[src/rtl/serial_frame_tx.sv]
// Serial frame transmitter: start bit, port address (MSB first), length (MSB first),
// then payload (LSB first), each bit paced by the shared clkEn strobe.
module serial_frame_tx #(
   parameter int unsigned ADDR_W = 2,
   parameter int unsigned LEN_W  = 4
) (
   input  logic                        clk,
   input  logic                        rst,
   input  logic                        clkEn,
   input  logic                        start,
   input  logic [ADDR_W-1:0]           port_sel,
   input  logic [LEN_W-1:0]            len,
   input  logic [(1 << LEN_W)-2:0]     data_in,
   output logic                        ser_out,
   output logic                        ready,
   output logic                        busy,
   output logic                        done
);

   localparam int unsigned DATA_W = (1 << LEN_W) - 1;

   localparam logic [2:0] S_IDLE  = 3'd0;
   localparam logic [2:0] S_START = 3'd1;
   localparam logic [2:0] S_ADDR  = 3'd2;
   localparam logic [2:0] S_LEN   = 3'd3;
   localparam logic [2:0] S_DATA  = 3'd4;
   localparam logic [2:0] S_DONE  = 3'd5;

   logic [2:0]        state;
   logic              pending;
   logic [ADDR_W-1:0] port_sh;
   logic [LEN_W-1:0]  len_q;
   logic [LEN_W-1:0]  len_sh;
   logic [DATA_W-1:0] data_sh;
   logic [1:0]        fcnt;
   logic [LEN_W-1:0]  dcnt;
   logic              accept;

   assign ready  = (state == S_IDLE) && !pending;
   assign busy   = pending || (state == S_START) || (state == S_ADDR) ||
                   (state == S_LEN) || (state == S_DATA);
   assign done   = (state == S_DONE);
   assign accept = start && ready;

   // ser_out always carries the bit of the current state; each branch loads the
   // first bit of the next field on the clkEn edge that leaves the previous one.
   always_ff @(posedge clk or negedge rst) begin
      if (!rst) begin
         state   <= S_IDLE;
         pending <= 1'b0;
         port_sh <= '0;
         len_q   <= '0;
         len_sh  <= '0;
         data_sh <= '0;
         fcnt    <= '0;
         dcnt    <= '0;
         ser_out <= 1'b1;
      end else begin
         if (accept) begin
            pending <= 1'b1;
            port_sh <= port_sel;
            len_q   <= len;
            len_sh  <= len;
            data_sh <= data_in;
         end
         case (state)
            S_IDLE: begin
               if (clkEn && pending) begin
                  state   <= S_START;
                  pending <= 1'b0;
                  ser_out <= 1'b0;
               end
            end
            S_START: begin
               if (clkEn) begin
                  state   <= S_ADDR;
                  ser_out <= port_sh[ADDR_W-1];
                  port_sh <= port_sh << 1;
                  fcnt    <= 2'(ADDR_W - 1);
               end
            end
            S_ADDR: begin
               if (clkEn) begin
                  if (fcnt == 2'd0) begin
                     state   <= S_LEN;
                     ser_out <= len_sh[LEN_W-1];
                     len_sh  <= len_sh << 1;
                     fcnt    <= 2'(LEN_W - 1);
                  end else begin
                     ser_out <= port_sh[ADDR_W-1];
                     port_sh <= port_sh << 1;
                     fcnt    <= fcnt - 2'd1;
                  end
               end
            end
            S_LEN: begin
               if (clkEn) begin
                  if (fcnt != 2'd0) begin
                     ser_out <= len_sh[LEN_W-1];
                     len_sh  <= len_sh << 1;
                     fcnt    <= fcnt - 2'd1;
                  end else if (len_q != '0) begin
                     state   <= S_DATA;
                     ser_out <= data_sh[0];
                     data_sh <= data_sh >> 1;
                     dcnt    <= len_q;
                  end else begin
                     state   <= S_DONE;
                     ser_out <= 1'b1;
                  end
               end
            end
            S_DATA: begin
               if (clkEn) begin
                  // dcnt counts payload bits still owed, including the one on the line
                  if (dcnt == LEN_W'(1)) begin
                     state   <= S_DONE;
                     ser_out <= 1'b1;
                     dcnt    <= '0;
                  end else begin
                     ser_out <= data_sh[0];
                     data_sh <= data_sh >> 1;
                     dcnt    <= dcnt - LEN_W'(1);
                  end
               end
            end
            S_DONE: begin
               state <= S_IDLE;
            end
            default: begin
               state   <= S_IDLE;
               ser_out <= 1'b1;
            end
         endcase
      end
   end

endmodule

[config.mk]
export PLATFORM = sky130hd
export DESIGN_NAME = serial_frame_tx
export DESIGN_NICKNAME = d
export VERILOG_FILES = /design/src/rtl/serial_frame_tx.sv
export SDC_FILE = /design/constraint.sdc
export NUM_CORES = 1
export LEC_CHECK = 0
export ABC_AREA = 1
export CORE_ASPECT_RATIO = 0.75
export CORE_MARGIN = 4
export CORE_UTILIZATION = 35
export DETAILED_ROUTE_END_ITERATION = 12
export GPL_ROUTABILITY_DRIVEN = 0
export PLACE_DENSITY = 0.65
export RECOVER_POWER = 50
export SYNTH_ARGS = -nofsm -noshare
export SYNTH_HDL_FRONTEND = slang
export SYNTH_SLANG_ARGS = --single-unit
[constraint.sdc]
create_clock -name clk -period 1.55 [get_ports clk]
set_clock_uncertainty 0.1 [all_clocks]
set_input_delay 0.31 -clock clk [delete_from_list [all_inputs] [get_ports clk]]
set_output_delay 0.31 -clock clk [all_outputs]
set_load 0.005 [all_outputs]
# Word level (Yosys, flattened, before mapping)
# Cells that the tools add are included.
# Widths: inputs -> output; s select.
# classes
add_sub_neg	2
reduce_logical	18
n_mux	53
n_eq_ne	16
bitwise_logic	1
# op_table
op	n
$mux 15	6
$mux 4	10
$pmux 15 s2	1
$mux 3	8
$mux 2	9
$pmux 4 s2	2
$pmux 3 s5	1
$mux 1	13
$ne 2x1->1 const B	5
$ne 2x2->1 const B	5
$reduce_and 5->1	2
$reduce_and 8->1	1
$eq 3x2->1 const B	2
$eq 3x3->1 const B	2
$pmux 1 s6	1
$pmux 2 s3	1
$reduce_and 6->1	1
$eq 4x1->1 const B	1
$logic_or 1x1->1	4
$pmux 2 s2	1
$reduce_bool 2->1	2
$reduce_bool 4->1	1
$sub 4x1->4 const B	1
$eq 3x1->1 const B	1
other kinds (7)	9
# word_totals
regBits	36
elab_cells	99

# Longest topological paths before layout
# Gate-level depths: netlist (run 1).
# depth
depth_word	8
mapped_depth	10
mapped_depth_nobuf	10

# Least setup slack after synthesis (run 1)
# OpenSTA, ideal clock, no wires.
# synth_timing
path_type	reg2reg
from	reg fcnt[0]
to	reg state[0]
path_slack_ns	0.022
period_less_slack_ns	1.528
t_arrival_ns	1.311
stages_incl_launch_ff	10
setup_time_ns	0.116
path_buffers	0
cell_sequence	dfrtp_1 > inv_1 > ha_1 > inv_1 > nand2_1 > nand2_1 > nor2_1 > nand2_1 > nand2_1 > nand2_1
# synth_via
elab_chain_len	3
# synth_lines
element	line	text
start, declared	35	logic [1:0] fcnt;
start signal, assigned	79	fcnt <= 2'(ADDR_W - 1);
start signal, assigned	88	fcnt <= 2'(LEN_W - 1);
start signal, assigned	92	fcnt <= fcnt - 2'd1;
$logic_not 2->1 / $reduce_bool 2->1 (equally long branches)	84, 98	
$ne 2x1->1 (no line) / $ne 2x2->1 (equally long branches)	n/a	
$reduce_and 8->1 (no line) (*)	n/a	
end signal, assigned	76	state <= S_ADDR;
end signal, assigned	85	state <= S_LEN;
end signal, assigned	103	state <= S_DATA;
end, declared	29	logic [2:0] state;
# Mark *: on every way between the ends. The rest lies on a longest branch, timed or not.
# A chain may end at the register's enable or synchronous reset.

# Worst setup path in the final report (run 1)
# layout_timing
from	reg state[1]
to	reg len_sh[1]
# layout_via
elab_chain_len	7
# layout_lines
element	line	text
start signal, assigned	49	state <= S_IDLE;
start signal, assigned	69	state <= S_START;
start signal, assigned	76	
$logic_not 3->1	39	assign ready = (state == S_IDLE) && !pending;
$logic_and 1x1->1	39	
$logic_and 1x1->1	43	assign accept = start && ready;
$mux 4	59	if (accept) begin
$mux 4, on equally long branches	98, 84	
$mux 4, on equally long branches	97, 83	
$pmux 4 s2 (*)	66	case (state)
end signal, assigned	63	len_sh <= len;
end signal, assigned	87	len_sh <= len_sh << 1;
end signal, assigned	100	len_sh <= len_sh << 1;
end, declared	33	logic [LEN_W-1:0] len_sh;
# Marked as above.

==> report_table.html, run 1 <==
<table>
<tr><th>Metric</th><th>Value</th></tr>
<tr><th colspan="2">Outcome</th></tr>
<tr><td>Run status</td><td>complete, but fails checks</td></tr>
<tr><td>Failing checks</td><td>negative setup slack</td></tr>
<tr><th colspan="2">Yosys</th></tr>
<tr><td>Flip-flop and latch count after synthesis</td><td>36</td></tr>
<tr><td>Synthesized Nets</td><td>352</td></tr>
<tr><td>Number of cells produced by synthesis</td><td>324</td></tr>
<tr><td>Post-synth top area cell</td><td>dfrtp_1</td></tr>
<tr><td>Most area-consuming cells after synthesis</td><td>dfrtp_1 (39%), nand2_1 (23%), nor2_1 (6.0%)</td></tr>
<tr><td>Most common cell in the synthesized netlist</td><td>nand2_1</td></tr>
<tr><td>Most instantiated cells after synthesis</td><td>nand2_1 (140), nor2_1 (36), dfrtp_1 (35)</td></tr>
<tr><td>Leading register cell type out of synthesis</td><td>dfrtp_1</td></tr>
<tr><td>Part of the Yosys area used for sequential elements</td><td>40.2%</td></tr>
<tr><td>Syn avg cell area</td><td>6.92 um2</td></tr>
<tr><td>Number of enable-type register cells in the synthesized netlist</td><td>0</td></tr>
<tr><td>Yosys cell types</td><td>32</td></tr>
<tr><td>Number of warnings printed during yosys synthesis</td><td>0</td></tr>
<tr><td>Portion of synthesized cell area occupied by the leading cell type</td><td>39.1%</td></tr>
<tr><td>Synthesized area</td><td>0.00224 mm2</td></tr>
<tr><td>Async SR Flop Fraction</td><td>100%</td></tr>
<tr><th colspan="2">Setup path</th></tr>
<tr><td>Largest delay contributor family on the critical path</td><td>simple AND/OR/NAND/NOR gates</td></tr>
<tr><td>Data arrival time of the worst path</td><td>1.75 ns</td></tr>
<tr><td>Kind of end point of the critical path</td><td>flop</td></tr>
<tr><td>Cells along the critical path</td><td>buf_6, inv_4, buf_6, nor2_4, nand3_4, a21oi_4, inv_2, nand2_1, nand2_1</td></tr>
<tr><td>Highest-delay cell along the critical path</td><td>dfrtp_1</td></tr>
<tr><td>First element of the critical path</td><td>state[1]</td></tr>
<tr><td>Startpoint of the most critical register-to-register path</td><td>state[1]</td></tr>
<tr><td>Path type of the worst setup path</td><td>reg -&gt; reg</td></tr>
<tr><td>Biggest cell delay along the critical path</td><td>0.41 ns</td></tr>
<tr><td>CP Launch Type</td><td>flop</td></tr>
<tr><td>Required time of the critical path</td><td>1.64 ns</td></tr>
<tr><td>Critical Path Fanout Max</td><td>5</td></tr>
<tr><td>Bufs and invs on worst path</td><td>4</td></tr>
<tr><th colspan="2">Route</th></tr>
<tr><td>DRT iter0 DRCs</td><td>107</td></tr>
<tr><td>Total wire length</td><td>6910 um</td></tr>
<tr><td>Post-DRT Antenna Nets</td><td>0</td></tr>
<tr><td>Remaining design rule violation count</td><td>0</td></tr>
<tr><td>Via density</td><td>4.84</td></tr>
<tr><td>Routed length per instance</td><td>14.2 um</td></tr>
<tr><td>Iteration count of the initial detailed-routing pass</td><td>4</td></tr>
<tr><td>DR vias</td><td>2358</td></tr>
<tr><th colspan="2">Clock network</th></tr>
<tr><td>Later-pin clock latency in the skew report</td><td>0.30 ns</td></tr>
<tr><td>Buffer type at the clock tree root</td><td>clkbuf_8</td></tr>
<tr><td>CTS tree</td><td>built</td></tr>
<tr><td>Maximum buffer depth of the clock tree</td><td>2</td></tr>
<tr><td>TritonCTS buffer count</td><td>5</td></tr>
<tr><td>Register clock-pin slew on the reported worst setup and hold paths</td><td>0.07 ns</td></tr>
<tr><td>Total clock sinks</td><td>36</td></tr>
<tr><td>H-tree lvl count</td><td>2</td></tr>
<tr><th colspan="2">Layout</th></tr>
<tr><td>Net total in the final layout</td><td>436</td></tr>
<tr><td>Area growth, synth to finish</td><td>59.9%</td></tr>
<tr><td>Share of cells above drive strength 1</td><td>38.4%</td></tr>
<tr><td>Final core area utilization</td><td>59.7%</td></tr>
<tr><td>Count of fill cells added during filler insertion</td><td>502</td></tr>
<tr><td>Ant diodes</td><td>0</td></tr>
<tr><td>Post-route insts no fill</td><td>487</td></tr>
<tr><td>Summed area of non-filler cells in the final layout</td><td>0.00359 mm2</td></tr>
<tr><th colspan="2">Hold path</th></tr>
<tr><td>Hold Startpoint</td><td>ser_out</td></tr>
<tr><td>Worst Hold Class</td><td>reg -&gt; reg</td></tr>
<tr><th colspan="2">Pwr</th></tr>
<tr><td>IR drop worst, VDD</td><td>875 uV</td></tr>
<tr><td>Power Density</td><td>1850 mW/mm2</td></tr>
<tr><td>Standby leakage power</td><td>1.80 nW</td></tr>
<tr><th colspan="2">Timing</th></tr>
<tr><td>Shortest clock period the worst path allows after layout</td><td>1.66 ns</td></tr>
<tr><td>Endpoints failing hold</td><td>0</td></tr>
<tr><td>Final worst setup slack</td><td>-0.108 ns</td></tr>
<tr><td>Final setup violation count</td><td>31</td></tr>
<tr><td>Transition time of the tightest slew-check pin</td><td>0.956 ns</td></tr>
<tr><td>Maximum clock frequency</td><td>0.603 GHz</td></tr>
<tr><td>Setup repair after global routing missed its margin</td><td>true</td></tr>
<tr><td>Fin. max-slew vios</td><td>0</td></tr>
<tr><td>Final sum of negative setup slack</td><td>-2.04 ns</td></tr>
<tr><td>Worst max-slew margin expressed relative to the limit</td><td>36.3%</td></tr>
<tr><td>Ratio of final minimum period to clock period</td><td>107%</td></tr>
<tr><th colspan="2">Floorplanning</th></tr>
<tr><td>Effective utilization at floorplan</td><td>37.3%</td></tr>
<tr><td>Die outline width</td><td>100 um</td></tr>
<tr><td>Top-Level Pins</td><td>29</td></tr>
<tr><td>Area of the core</td><td>0.00601 mm2</td></tr>
<tr><td>Die Outline Area</td><td>0.00776 mm2</td></tr>
<tr><td>Die H</td><td>77.3 um</td></tr>
<tr><td>Num rows</td><td>24</td></tr>
<tr><th colspan="2">GRT</th></tr>
<tr><td>Via count of the first global-routing pass</td><td>2108</td></tr>
<tr><td>Number of antenna violations at the first check in global routing</td><td>0</td></tr>
<tr><td>GRT Resource Usage Total</td><td>16.6%</td></tr>
<tr><td>GRT overflow</td><td>0</td></tr>
<tr><td>Global-route wire length before repair</td><td>10300 um</td></tr>
<tr><td>Pin count of the biggest net entering global routing</td><td>37</td></tr>
<tr><th colspan="2">Place</th></tr>
<tr><td>Worst slack at placement</td><td>-0.368 ns</td></tr>
<tr><td>IO buf count</td><td>28</td></tr>
<tr><td>Cell Count Post-Placement</td><td>457</td></tr>
<tr><td>Cell Area, Placed</td><td>0.00285 mm2</td></tr>
<tr><td>HPWL after DPL</td><td>4080 um</td></tr>
<tr><th colspan="2">Flow run</th></tr>
<tr><td>Total of max-cap violations</td><td>0</td></tr>
</table>
state kept, by name (all words and copies together) (netlist names):
signal,count
data_sh,15
dcnt,4
len_q,4
len_sh,4
state,3
fcnt,2
port_sh,2
pending,1
ser_out,1
kinds of logic after synthesis:
family	synth area share (%)
buf+inv	10.8
simple gates	38.3
flops	40.2
compound gates	8.65
fa+ha+maj	1.67
xor+xnor	0.391
per-layer routing:
metal | up-vias | track usage (%) | share of wire (%)
li1 | 1166 | - | -
met1 | 1120 | 23.8 | 43
met2 | 55 | 25.8 | 49
met3 | 17 | 2.72 | 4.9
met4 | 0 | 4.85 | 2.6
met5 | - | 0 | 0
path summary, 6_finish.rpt:
kind | to | slack, ns | cells past startpoint
max reg2reg | len_sh[1] | -0.11 | 9
min | ser_out | 0.36 | 2
min reg2reg | ser_out | 0.36 | 2
min in group asynchronous | data_sh[5] | 0.51 | 2
max in group asynchronous | fcnt[1] | 0.24 | 2
max | len_sh[1] | -0.11 | 9
cell usage in the layout, fill, tap and decap left out, types with 2 or more instances in the layout:
master	count
a21oi_2	2
buf_4	37
nand3_2	5
clkbuf_2	2
inv_2	7
nand3_1	9
dfrtp_1	35
nand3_4	4
inv_4	2
nand2_4	15
buf_6	14
o21ai_1	11
nor2_2	3
nand2_1	108
o21ai_2	9
a21oi_4	2
buf_12	6
inv_1	29
ha_4	2
o22ai_2	2
clkdlybuf4s50_1	24
nand2_2	19
nor2_1	29
clkbuf_8	7
nor2_4	7
final cells by class:
class / instances / area [um2] / area share (%)
clock buffer: 8 / 100 / 2.79
inverter: 39 / 155 / 4.33
multi-input combinational: 239 / 1470 / 41.0
sequential: 36 / 902 / 25.2
tap: 78 / 97.6 / 2.72
timing repair buffer: 87 / 862 / 24.0
tightest hold or removal path, cell delays in order, from the launching register on:
cell     delay [ns]
dfstp_2        0.37
nand2_1        0.05
nand2_1        0.05
where the power goes:
part           switching [mW]  internal [mW]
clock                   0.359          0.406
combinational            2.33           1.98
sequential              0.202           1.36
what timing repair did:
| item | in CTS | in global routing |
|---|---|---|
| hold buffers | 0 | 0 |
| gates resized for setup | 36 | 105 |
| pin swaps | 10 | 43 |
| hold endpoints to repair | 0 | 0 |
| endpoints found under the setup margin | 35 | 39 |
| buffers inserted | 6 | 15 |
| cloned | 3 | 0 |
through the flow:
step	total power, mW	hold slack, ns
floorplan	3.40	-0.0856
global placement	4.38	0.356
detailed placement	4.45	0.359
CTS	5.60	0.292
global route	7.14	0.413
finish	6.63	0.365
(Power assumes the default switching activity.)
==> run 2: changes to the inputs <==
--- a/config.mk
+++ b/config.mk
@@ -11,8 +11,10 @@
 export CORE_UTILIZATION = 35
 export DETAILED_ROUTE_END_ITERATION = 12
 export GPL_ROUTABILITY_DRIVEN = 0
+export GPL_TIMING_DRIVEN = 0
 export PLACE_DENSITY = 0.65
 export RECOVER_POWER = 50
+export SKIP_CTS_REPAIR_TIMING = 1
 export SYNTH_ARGS = -nofsm -noshare
 export SYNTH_HDL_FRONTEND = slang
 export SYNTH_SLANG_ARGS = --single-unit
==> report_table.html, run 2 (synthesis results as in run 1) <==
<table>
<tr><th>Metric</th><th>Value</th></tr>
<tr><th colspan="2">Layout</th></tr>
<tr><td>Final core area utilization</td><td>52.1% (-7.6 points)</td></tr>
<tr><td>Top reg by flops</td><td>data_sh</td></tr>
<tr><td>Post-route insts no fill</td><td>464 (-4.7%)</td></tr>
<tr><td>Max reg flops</td><td>15 (unchanged)</td></tr>
<tr><td>Leading cell type in the layout, fill and taps excluded</td><td>nand2_1</td></tr>
<tr><td>Ant diodes</td><td>0 (unchanged)</td></tr>
<tr><td>Share of cells above drive strength 1</td><td>25.6% (-13 points)</td></tr>
<tr><td>Net total in the final layout</td><td>414 (-5.0%)</td></tr>
<tr><td>Count of fill cells added during filler insertion</td><td>594 (+18%)</td></tr>
<tr><td>Top library cells by usage in the layout, fill and taps aside</td><td>nand2_1 (130), dfrtp_1 (34), nor2_1 (30), inv_1 (28), clkdlybuf4s50_1 (22)</td></tr>
<tr><td>Area growth, synth to finish</td><td>39.5%</td></tr>
<tr><th colspan="2">Hold path</th></tr>
<tr><td>Worst Hold Class</td><td>in -&gt; async</td></tr>
<tr><th colspan="2">Route</th></tr>
<tr><td>Via density</td><td>4.73 (-2.4%)</td></tr>
<tr><td>Iteration count of the initial detailed-routing pass</td><td>4 (unchanged)</td></tr>
<tr><td>Routed length per instance</td><td>13.2 um (-7.0%)</td></tr>
<tr><td>Post-DRT Antenna Nets</td><td>0 (unchanged)</td></tr>
<tr><td>Total wire length</td><td>6120 um (-11%)</td></tr>
<tr><td>DR vias</td><td>2193 (-7.0%)</td></tr>
<tr><td>DRT iter0 DRCs</td><td>147 (+37%)</td></tr>
<tr><td>Remaining design rule violation count</td><td>0 (unchanged)</td></tr>
<tr><th colspan="2">Pwr</th></tr>
<tr><td>Power Density</td><td>1780 mW/mm2 (-3.7%)</td></tr>
<tr><td>Standby leakage power</td><td>1.58 nW (-12%)</td></tr>
<tr><td>IR drop worst, VDD</td><td>675 uV (-23%)</td></tr>
<tr><th colspan="2">Setup path</th></tr>
<tr><td>Kind of end point of the critical path</td><td>output port</td></tr>
<tr><td>Path type of the worst setup path</td><td>reg -&gt; out</td></tr>
<tr><td>Critical Path Fanout Max</td><td>3 (-2)</td></tr>
<tr><td>Required time of the critical path</td><td>1.14 ns (-0.50 ns)</td></tr>
<tr><td>Most frequent CP cell</td><td>buf_6</td></tr>
<tr><td>CP Launch Type</td><td>flop</td></tr>
<tr><td>Reg-to-reg setup timing slack</td><td>-0.18 ns (-0.07 ns)</td></tr>
<tr><td>Highest-delay cell along the critical path</td><td>dfrtp_1</td></tr>
<tr><td>Cells along the critical path</td><td>buf_6, nor2_4, nand3_4, buf_6, o21ai_2, inv_1, clkbuf_2</td></tr>
<tr><td>Biggest cell delay along the critical path</td><td>0.38 ns (-0.03 ns)</td></tr>
<tr><td>Data arrival time of the worst path</td><td>1.42 ns (-0.33 ns)</td></tr>
<tr><th colspan="2">Outcome</th></tr>
<tr><td>Failing checks</td><td>negative setup slack</td></tr>
<tr><td>Run status</td><td>complete, but fails checks</td></tr>
<tr><th colspan="2">Place</th></tr>
<tr><td>HPWL after DPL</td><td>3870 um (-5.1%)</td></tr>
<tr><td>Worst slack at placement</td><td>-0.410 ns (-0.0423 ns)</td></tr>
<tr><td>Cell Count Post-Placement</td><td>429 (-6.1%)</td></tr>
<tr><td>IO buf count</td><td>27 (-3.6%)</td></tr>
<tr><th colspan="2">Flow run</th></tr>
<tr><td>Total of max-cap violations</td><td>0 (unchanged)</td></tr>
<tr><th colspan="2">Clock network</th></tr>
<tr><td>Maximum buffer depth of the clock tree</td><td>2 (unchanged)</td></tr>
<tr><td>Register clock-pin slew on the reported worst setup and hold paths</td><td>0.08 ns (about the same)</td></tr>
<tr><td>Buffer type at the clock tree root</td><td>clkbuf_8</td></tr>
<tr><td>TritonCTS buffer count</td><td>5 (unchanged)</td></tr>
<tr><td>H-tree lvl count</td><td>2 (unchanged)</td></tr>
<tr><td>Total clock sinks</td><td>36 (unchanged)</td></tr>
<tr><td>CTS tree</td><td>built</td></tr>
<tr><td>Later-pin clock latency in the skew report</td><td>0.29 ns (about the same)</td></tr>
<tr><th colspan="2">GRT</th></tr>
<tr><td>Global-route wire length before repair</td><td>8800 um (-15%)</td></tr>
<tr><td>Number of antenna violations at the first check in global routing</td><td>0 (unchanged)</td></tr>
<tr><td>GRT overflow</td><td>0 (unchanged)</td></tr>
<tr><td>Via count of the first global-routing pass</td><td>1876 (-11%)</td></tr>
<tr><td>Pin count of the biggest net entering global routing</td><td>37 (unchanged)</td></tr>
<tr><td>GRT Resource Usage Total</td><td>14.1% (-2.5 points)</td></tr>
<tr><th colspan="2">Timing</th></tr>
<tr><td>Maximum clock frequency</td><td>0.545 GHz (-9.7%)</td></tr>
<tr><td>Worst max-slew margin expressed relative to the limit</td><td>38.1% (+1.8 points)</td></tr>
<tr><td>Ratio of final minimum period to clock period</td><td>118% (+11 points)</td></tr>
<tr><td>Fin. max-slew vios</td><td>0 (unchanged)</td></tr>
<tr><td>Final sum of negative setup slack</td><td>-3.72 ns (-1.68 ns)</td></tr>
<tr><td>Final worst setup slack</td><td>-0.285 ns (-0.177 ns)</td></tr>
<tr><td>Final setup violation count</td><td>33 (+6.5%)</td></tr>
<tr><td>Transition time of the tightest slew-check pin</td><td>0.928 ns (-0.0276 ns)</td></tr>
<tr><td>Setup repair after global routing missed its margin</td><td>true</td></tr>
<tr><td>Shortest clock period the worst path allows after layout</td><td>1.83 ns (+0.177 ns)</td></tr>
<tr><td>Minimum hold slack</td><td>0.0442 ns (-0.321 ns)</td></tr>
<tr><td>Endpoints failing hold</td><td>0 (unchanged)</td></tr>
<tr><th colspan="2">Floorplanning</th></tr>
<tr><td>Effective utilization at floorplan</td><td>37.3% (unchanged)</td></tr>
<tr><td>Die H</td><td>77.3 um (unchanged)</td></tr>
<tr><td>Num rows</td><td>24 (unchanged)</td></tr>
<tr><td>Top-Level Pins</td><td>29 (unchanged)</td></tr>
<tr><td>Area of the core</td><td>0.00601 mm2 (unchanged)</td></tr>
<tr><td>Die outline width</td><td>100 um (unchanged)</td></tr>
<tr><td>Die Outline Area</td><td>0.00776 mm2 (unchanged)</td></tr>
</table>
==> run 2: final timing paths <==
| kind | endpoint | depth (start not counted) | from |
|---|---|---|---|
| setup / recovery | busy | 7 | state[0] |
| hold / removal | data_sh[5] | 1 | rst |
| setup reg to reg | len_sh[2] | 10 | state[0] |
| hold reg to reg | ser_out | 2 | ser_out |
| max in group asynchronous | state[1] | 1 | rst |
| min in group clk | ser_out | 2 | ser_out |
==> run 2: worst max-delay path, delay by kind of cell (launching register included) <==
family	cells	cell delay, ns
buffers and inverters	4	0.39
DFF	1	0.38
and+or+nand+nor	2	0.31
AOI/OAI and AO/OA	1	0.05
==> run 2: power by group <==
group          leakage [nW]  total [mW]  internal [mW]  switching [mW]
Clock                0.0400       0.650          0.304           0.346
Combinational          1.09        3.31           1.40            1.91
Sequential            0.451        1.61           1.36           0.246
Total                  1.58        5.57           3.07            2.50
==> run 2: metal layers <==
layer | track usage, % | wire length (um) | vias up
met5 | 0 | 0 | -
met4 | 4.31 | 43 | 0
met3 | 3.08 | 340 | 2
met2 | 20.4 | 2800 | 58
met1 | 20.8 | 2940 | 1010
li1 | - | - | 1123
==> run 2: area by class of cell <==
| type | instances | area [um2] | share of cell area (%) |
|---|---|---|---|
| plain buffers | 10 | 109 | 3.48 |
| clock buffers | 5 | 68.8 | 2.20 |
| clock inverters | 2 | 12.5 | 0.400 |
| inverters | 39 | 160 | 5.12 |
| multi-input cells | 240 | 1290 | 41.3 |
| flip-flops and latches | 36 | 903 | 28.9 |
| well taps | 78 | 97.6 | 3.12 |
| repair buffers | 54 | 485 | 15.5 |
==> run 2: through the flow <==
step / power (mW) / area (um2)
final: 5.57 / 3130
after global routing: 6.05 / 3130
after CTS: 4.72 / 2690
after detailed placement: 4.04 / 2610
after global placement: 3.98 / 2610
after floorplan: 3.40 / 2240
